## config.mk

```make
export PLATFORM = sky130hd
export DESIGN_NAME = if_id_reg
export DESIGN_NICKNAME = d
export VERILOG_FILES = /design/src/rtl/if_id_reg_pkg.sv /design/src/rtl/if_id_reg.sv
export SDC_FILE = /design/constraint.sdc
export NUM_CORES = 1
export LEC_CHECK = 0
export CORE_ASPECT_RATIO = 0.6
export CORE_UTILIZATION = 40
export CTS_BUF_LIST = sky130_fd_sc_hd__clkbuf_4
export DETAILED_ROUTE_END_ITERATION = 8
export GPL_ROUTABILITY_DRIVEN = 0
export PLACE_DENSITY = 0.82
export SETUP_SLACK_MARGIN = 0.1
export SLEW_MARGIN = 20
export SYNTH_ARGS = -nofsm -noshare
export SYNTH_HDL_FRONTEND = slang
export SYNTH_SLANG_ARGS = --single-unit
export TNS_END_PERCENT = 50
```

## constraint.sdc

```tcl
create_clock -name clk -period 3.1 [get_ports clk]
set_clock_uncertainty 0.15 [all_clocks]
set_input_delay 0.465 -clock clk [delete_from_list [all_inputs] [get_ports clk]]
set_output_delay 0.465 -clock clk [all_outputs]
set_load 0.005 [all_outputs]
```

## src/rtl/if_id_reg_pkg.sv

```systemverilog
// Shared pipeline constants and the F->D register bundle.
// Used by the pc, CP0 and IF/ID blocks.
package if_id_reg_pkg;

  localparam logic [31:0] PC_RESET  = 32'h0000_3000;
  localparam logic [31:0] EXC_ENTRY = 32'h0000_4180;
  localparam logic [4:0]  EXC_NONE  = 5'd0;
  localparam logic [4:0]  EXC_ADEL  = 5'd4;
  localparam logic [31:0] NOP       = 32'h0;

  typedef struct packed {
    logic [31:0] instr;
    logic [31:0] pc;
    logic [4:0]  excode;
    logic        bd;
    logic        valid;
  } if_id_t;

  localparam if_id_t IF_ID_RESET = '{
    instr:  NOP,
    pc:     PC_RESET,
    excode: EXC_NONE,
    bd:     1'b0,
    valid:  1'b0
  };

  localparam if_id_t IF_ID_EXC = '{
    instr:  NOP,
    pc:     EXC_ENTRY,
    excode: EXC_NONE,
    bd:     1'b0,
    valid:  1'b0
  };

endpackage

```

## src/rtl/if_id_reg.sv

```systemverilog
// IF/ID pipeline register with stall, bubble flush and
// exception flush; pc8_D is the link address.
module if_id_reg
  import if_id_reg_pkg::*;
(
  input  logic        clk,
  input  logic        reset,
  input  logic        en,
  input  logic        flush,
  input  logic        exc_flush,
  input  logic [31:0] instr_F,
  input  logic [31:0] pc_F,
  input  logic [4:0]  excode_F,
  input  logic        bd_F,
  output logic [31:0] instr_D,
  output logic [31:0] pc_D,
  output logic [31:0] pc8_D,
  output logic [4:0]  excode_D,
  output logic        bd_D,
  output logic        valid_D
);

  if_id_t d_q, d_d;

  always_comb begin
    d_d = d_q;
    if (exc_flush) begin
      d_d = IF_ID_EXC;
    end else if (!en) begin
      d_d = d_q;
    end else if (flush) begin
      // Bubble keeps PC/BD so an interrupt on it reports a sane EPC
      d_d.instr  = NOP;
      d_d.pc     = pc_F;
      d_d.excode = EXC_NONE;
      d_d.bd     = bd_F;
      d_d.valid  = 1'b0;
    end else begin
      d_d.instr  = (excode_F == EXC_NONE) ? instr_F : NOP;
      d_d.pc     = pc_F;
      d_d.excode = excode_F;
      d_d.bd     = bd_F;
      d_d.valid  = 1'b1;
    end
  end

  always_ff @(posedge clk or posedge reset) begin
    if (reset) d_q <= IF_ID_RESET;
    else       d_q <= d_d;
  end

  assign instr_D  = d_q.instr;
  assign pc_D     = d_q.pc;
  assign pc8_D    = d_q.pc + 32'd8;
  assign excode_D = d_q.excode;
  assign bd_D     = d_q.bd;
  assign valid_D  = d_q.valid;

endmodule

```

==> summary.md <==
| Metric | Value |
|---|---|
| Area Overhead vs Synth | `68.0%` |
| Routed WL per cell | `17.1 microns` |
| Crit Path Max Fanout | `7` |
| Post-Route Utilization | `70.1%` |
| Clock Sinks | `71` |
| # rows | `25` |
| Part of the power in the clock network | `33.5%` |
| Pin count of the biggest net entering global routing | `40` |
| Reg2Reg Setup Slack | `1.95 ns` |
| Area share of the leading cell type in the synthesized netlist | `51.9%` |
| Die area | `8700 sq um` |
| Detailed-router iteration count before antenna repair | `4` |
| Count leader, synth | `dfrtp_1` |
| Mapped cell area | `3330 sq um` |
| Nets | `550` |
| Post-synthesis average cell area | `11.5 sq um` |
| Reg power frac | `49.3%` |
| DRC violations left | `0` |
| Hold_buf cts | `0` |
| RSZ-0062 raised after global routing | `true` |
| GRT Total Usage | `23.1%` |
| Endpoints failing setup | `0` |
| Cells on worst reg2reg path | `2` |
| Clock buffer depth | `2` |
| Worst EP required | `2.48 ns` |
| Top post-synthesis cells by area | `dfrtp_1 (52%), mux2i_1 (9.3%), a22o_1 (8.4%)` |
| Ports | `178` |
| DR iter-0 viols | `115` |
| Fin crit share | `98.0%` |
| Pwr dens | `362 nW/um^2` |
| EDFF count, synth | `0` |
| Number of synthesized register bits | `71` |
| Worst-path clk slew | `0.12 ns` |
| Total CTS buffers | `9` |
| Antenna violations before repair | `0` |
| Die span in y | `72.6 microns` |
| Outcome | `finished clean` |
| DR vias/cell | `5.14` |
| Max-cap violations | `0` |
| Final hold slack | `0.347 ns` |
| Post-synth cell types | `34` |
| Startpoint Class | `flip-flop` |
| Vias in the first global route | `3029` |
| Static Leak | `2.63 nW` |
| Worst EP arrival | `2.42 ns` |
| Layout cells sized above 1 | `12.9%` |
| Switch share | `25.2%` |
| First-pass GRT wire length | `15.5 mm` |
| CP Capture Type | `primary output` |
| Remaining global-route overflow | `0` |
| Antenna cells | `0` |
| H-tree depth | `3` |
| Internal power | `1.52 mW` |
| Final TNS setup | `0 ns` |
| Final wirelength | `10.0 mm` |
| Power, Total | `2.02 mW` |
| Detailed Place HPWL | `6.95 mm` |
| Synth Net Count | `365` |
| P_sw | `0.510 mW` |
| Width of the die | `120 microns` |
| Crit Reg-Reg Endpoint | `pc_D[8]` |
| IO Port Bufs | `177` |
| Initial core utilization | `41.7%` |
| Leading area contributor after synthesis | `dfrtp_1` |
| Worst setup margin | `0.0606 ns` |
| Final hold violations | `0` |
| Worst hold path type | `primary input to asynchronous set/reset pin` |
| Max Freq | `329 MHz` |
| Seq/Total Area, Yosys | `53.5%` |
| Post-placement setup slack | `0.187 ns` |
| Worst-skew pair later-pin latency | `0.40 ns` |
| Ys Warns | `0` |
| Asr flop ratio synth | `100%` |
| Post-synth top flop | `dfrtp_1` |
| CP Class | `flip-flop to primary output` |
| Most common library cells after synthesis | `dfrtp_1 (69), nor2_1 (36), a22o_1 (32)` |
| Final min period | `3.04 ns` |
| Final Slew Violations | `0` |
| Synthesized instance count | `289` |
| Core ar. | `7980 sq um` |
| Crit Reg-Reg Startpoint | `pc_D[8]` |
| CTS tree | `built` |
| Headroom to the max-slew limit | `49.4%` |
| Pin slew with the least headroom to its limit | `0.758 ns` |
| Clock root buffer | `clkbuf_4` |
| Worst VDD drop | `0.203 mV` |
| Logic pwr share | `17.2%` |
| Vias | `3015` |
| DRT antenna net count | `0` |
-- layer usage --
metal  wire [microns]  GRT usage [%]
met3              791           7.27
met4              125           6.39
met5                0              0
met2             4770           38.7
met1             4340           29.3
-- how the worst max path moves through the flow --
stage,start,end,slack [ns],cells after the start
after global routing,pc_D[18],pc8_D[31],-0.09,5
after CTS,pc_D[3],pc8_D[31],0.02,6
after floorplan,reset,bd_D,0.69,1
final,pc_D[18],pc8_D[31],0.06,5
after detailed placement,pc_D[3],pc8_D[29],0.19,6
after global placement,pc_D[3],pc8_D[31],0.30,6
-- power by group through the flow --
stage	Clock, mW	Sequential (mW)	Combinational (mW)
detailed placement	0	1.01	0.341
CTS	0.704	0.994	0.350
floorplan	0	1.01	0.113
finish	0.679	0.999	0.348
global placement	0	1.01	0.337
global route	0.747	1.00	0.375
-- final cells by class --
| cell class | instances | area, sq um |
|---|---|---|
| fill | 581 | 2390 |
| tap | 108 | 135 |
| clock inverter | 6 | 95.1 |
| clock buffer | 10 | 75.1 |
| inverter | 5 | 18.8 |
| multi-input combinational | 195 | 1570 |
| sequential | 71 | 1780 |
| timing repair buffer | 192 | 1910 |
-- what timing repair did --
action	4_1_cts	5_1_grt
setup buffers	6	3
pin swaps	4	15
setup endpoints to repair	20	16
resized for setup	16	32
-- worst max-delay path, cell delays in order, from the launching register on --
cell,delay (ns)
dfrtp_1,0.48
and4_1,0.27
nand4_1,0.25
nor4b_4,0.33
xor2_1,0.17
clkdlybuf4s50_1,0.51
-- layout by cell type (no fill, tap or decap), types with 3 or more instances in the layout --
cell type,netlist,routed
nor4_4,1,3
dfrtp_1,69,67
xor2_1,11,11
nand2b_1,6,6
mux2i_1,31,31
xnor2_1,16,15
nand3_1,12,7
and4_1,3,3
nand3_4,0,3
nor3_4,0,4
inv_1,5,4
a21oi_1,6,6
clkbuf_4,0,10
nand4_1,6,6
dlymetal6s2s_1,0,10
buf_4,4,13
and3_1,3,3
clkinv_4,0,4
nand3b_1,5,5
a22o_1,32,32
nor2_1,36,34
nand2_1,10,10
clkdlybuf4s50_1,0,163
-- per-stage QoR --
stage               instance area, sq um  instances
global placement                    5160        562
detailed placement                  5160        562
floorplan                           3330        289
finish                              5590        587
CTS                                 5440        584
global route                        5590        587
-- flip-flops by register name (all words and copies together), names as in the netlist --
name      cells
pc_D         32
instr_D      32
bd_D          1
valid_D       1
excode_D      5
-- kinds of logic after synthesis --
kind of cell	share of synthesized area, %
AO/OA/AOI/OAI	9.82
XOR/XNOR	7.11
adder cells (fa/ha/maj)	0.376
buffers and inverters	4.29
flip-flops	53.5
multiplexers	9.33
AND/OR/NAND/NOR	15.6
Note: power is estimated with default switching activity, not from simulation.
==> RTL edit 1 (same flow settings) <==
Register the outputs `instr_D`, `pc_D`, `pc8_D`, `excode_D`, `bd_D` and `valid_D`, cleared by the reset; this adds one clock of latency there.
--- a/src/rtl/if_id_reg.sv
+++ b/src/rtl/if_id_reg.sv
@@ -51,8 +51,19 @@
 
-  assign instr_D  = d_q.instr;
-  assign pc_D     = d_q.pc;
-  assign pc8_D    = d_q.pc + 32'd8;
-  assign excode_D = d_q.excode;
-  assign bd_D     = d_q.bd;
-  assign valid_D  = d_q.valid;
+  always_ff @(posedge clk or posedge reset) begin
+    if (reset) begin
+      instr_D  <= '0;
+      pc_D     <= '0;
+      pc8_D    <= '0;
+      excode_D <= '0;
+      bd_D     <= '0;
+      valid_D  <= '0;
+    end else begin
+      instr_D  <= d_q.instr;
+      pc_D     <= d_q.pc;
+      pc8_D    <= d_q.pc + 32'd8;
+      excode_D <= d_q.excode;
+      bd_D     <= d_q.bd;
+      valid_D  <= d_q.valid;
+    end
+  end
 
Function: changed (a bounded check fails within 4 cycles, from zero or initial values and one cycle with reset high).
==> RTL edit 1 against the unedited design <==
  * Power up 100%
  * Synthesized area increased by 73%
  * Setup slack improved by 0.84 ns
  * Design area grew 45%
  * Die area up 71%
  * First-iteration DRC count up 18%
  * Largest power group unchanged
  * Wire length up 28%
  * Critical endpoint is now pc8_D[31]
  * Sequential cell count rose by 100
  * Via count up 22%
==> RTL edit 1: results (changes against the unedited design) <==
metric	value	unit	change
status	complete, no violations		
Crit-path slowest cell	nor4_4		
Min-Delay Path Class	in -> reg		
clock buf count	18		+8
Storage cell area	4280	um^2	+140%
mux cell area share after synthesis	5.22	%	-4.1 points
XOR/XNOR Fraction of Synth Area	4.11	%	-3.0 points
drt via density	4.80		-6.6%
first-pass GRT wire length	20200	um	+30%
Pleak	3.73	nW	+42%
later-pin clock latency in the skew report	0.53	ns	+0.13 ns
DR WL/cell	16.8	um	-1.8%
row count	33		+32%
sequential cell area share	53.0	%	+21 points
H-Tree Depth	4		+1
Syn Nets	452		+24%
top area cells in the synthesized netlist	dfrtp_1 74%, a22o_1 5.6%, mux2i_1 5.2%, xnor2_1 3.2%, nor2_1 2.2%		
Reg-to-Reg End	pc8_D[31]		
list of most frequent post-synthesis cells	169 x dfrtp_1, 37 x a22o_1, 34 x nor2_1		
# Post-CTS Setup Buffers	0		-6
final WL	12900	um	+28%
layout cells sized above 1	9.38	%	-3.6 points
NonClk Buf Share	22.9	%	-11 points
dpl ws	0.853	ns	+0.666 ns
Crit path largest cell delay	0.61	ns	+0.10 ns
post-cts gate resize count	0		-16
sequential area share after synthesis	74.4	%	+21 points
pin count of the biggest net entering global routing	55		+38%
#MultiIn Comb	185		-5.1%
Total GRT Usage	18.2	%	-4.9 points
Hold Slack	0.168	ns	-0.180 ns
Post-Synthesis Cells	376		+30%
non-clock inverter count in the final layout	2		-3
post-synthesis compound-gate area fraction	6.22	%	-3.6 points
detailed router's first-iteration violation count	136		+18%
Top class by area	flip-flops and latches		
Layout clock area frac	3.96	%	+0.92 points
placed cell count	736		+31%
[RTL edit 1: power breakdown]
group | internal, W | switching [W]
registers | 0.00231 | 0.0000576
logic | 0.000223 | 0.000146
clock network | 0.000586 | 0.000784
total | 0.00312 | 0.000988
[RTL edit 1: worst register-to-register path: cells and delay by family, from the launching register on]
| family | cells | cell delay, ns |
|---|---|---|
| flops | 1 | 0.47 |
| xor+xnor | 1 | 0.18 |
| fa+ha+maj | 1 | 0.27 |
| simple gates | 3 | 1.03 |
[RTL edit 1: layer usage]
layer | vias up | global-route usage, % | share of wire, %
met3 | 18 | 5.51 | 6.4
met1 | 1889 | 23.8 | 44
met5 | - | 0 | 0
met4 | 0 | 5.88 | 1.4
li1 | 1673 | - | -
met2 | 105 | 29.3 | 48
==> RTL edit 2 (same settings) <==
Made on the original files. Add an input register stage for `excode_F`, without a reset; this delays it by one clock. The other inputs are not delayed to match.
--- a/src/rtl/if_id_reg.sv
+++ b/src/rtl/if_id_reg.sv
@@ -22,2 +22,8 @@
 
+  logic [4:0] excode_F_q;
+
+  always_ff @(posedge clk) begin
+    excode_F_q <= excode_F;
+  end
+
   if_id_t d_q, d_d;
@@ -38,5 +44,5 @@
     end else begin
-      d_d.instr  = (excode_F == EXC_NONE) ? instr_F : NOP;
+      d_d.instr  = (excode_F_q == EXC_NONE) ? instr_F : NOP;
       d_d.pc     = pc_F;
-      d_d.excode = excode_F;
+      d_d.excode = excode_F_q;
       d_d.bd     = bd_F;
Function: changed (a bounded check fails within 4 cycles, from zero or initial values and one cycle with reset high).
==> RTL edit 2 against the unedited design <==
  * Fmax rose by 3.3%
  * Setup slack improved by 0.098 ns
  * Register-to-register slack got worse by 0.70 ns
  * Design area rose by 1.9%
  * Global-route usage fell by 0.85 points
  * Synthesized area rose by 3.1%
  * Power rose by 7.5%
  * Sequential cell count rose by 5
  * Synthesized cell count rose by 1.0%
  * Wire length fell by 0.78%
  * Critical path depth rose by 1
  * Utilization rose by 0.25 points
  * Largest cell class unchanged
==> RTL edit 2: results (changes against the unedited design) <==
metric	value	unit	change
clock buf count	9		-1
Hold Slack	0.318	ns	-0.0296 ns
Via Count	2999		-0.53%
top area cells in the synthesized netlist	dfrtp_1 50%, mux2i_1 8.8%, a22o_1 8.2%, xnor2_1 4.6%, nor2_1 3.5%		
RR Startpoint	excode_F_q[0]		
dpl ws	0.312	ns	+0.126 ns
pin count of the biggest net entering global routing	41		+2.5%
Fillers	601		+3.4%
Placed Area	5260	um^2	+2.0%
post-synthesis compound-gate area fraction	9.81	%	about the same
detailed router's first-iteration violation count	193		+68%
power density over cell area	382	nW/um^2	+5.5%
non-clock inverter count in the final layout	3		-2
FF-to-FF setup slack	1.25	ns	-0.70 ns
final worst slack	0.158	ns	+0.0977 ns
Avg Cell Area, Syn	11.7	um^2	+2.0%
Syn Nets	368		+0.82%
list of most frequent post-synthesis cells	69 x dfrtp_1, 32 x a22o_1, 32 x nor2_1		
mapped cell area	3430	um^2	+3.1%
Pleak	2.66	nW	+1.1%
Signal buffers	202		+5.2%
later-pin clock latency in the skew report	0.42	ns	+0.02 ns
first-pass GRT wire length	15000	um	-3.2%
Setup crit start	pc_D[4]		
vias in the first global route	2873		-5.2%
crit path to	pc8_D[15]		
DP HPWL	7000	um	+0.72%
DR WL/cell	16.6	um	-2.8%
drt via density	5.01		-2.5%
Layout clock area frac	3.18	%	+0.14 points
status	complete, no violations		
Multi-input gate area	1500	um^2	-4.8%
## RTL edit 2: cell count changes after synthesis, sizes merged, moves of 4 or more
cell / delta
nor2: -4
and3: +7
nor3: -5
dfxtp: +5
## RTL edit 2: worst max-delay path: cells and delay by family, from the launching register on
kind,cells,cell delay [ns]
xor+xnor,1,0.18
simple gates,2,0.48
flops,1,0.43
buf+inv,2,0.64
fa+ha+maj,1,0.17
## RTL edit 2: layer usage
layer	global-route usage (%)	vias up
li1	-	1429
met1	30.5	1449
met2	33.9	109
met3	5.82	12
met4	8.50	0
met5	0	-
## RTL edit 2: report_power, final
part           total (W)  switching [W]  leakage, nW  internal [W]
Clock           0.000758       0.000351        0.100      0.000407
Sequential       0.00107      0.0000401        0.977       0.00103
Combinational   0.000354       0.000128         1.58      0.000226
Total            0.00218       0.000519         2.66       0.00166
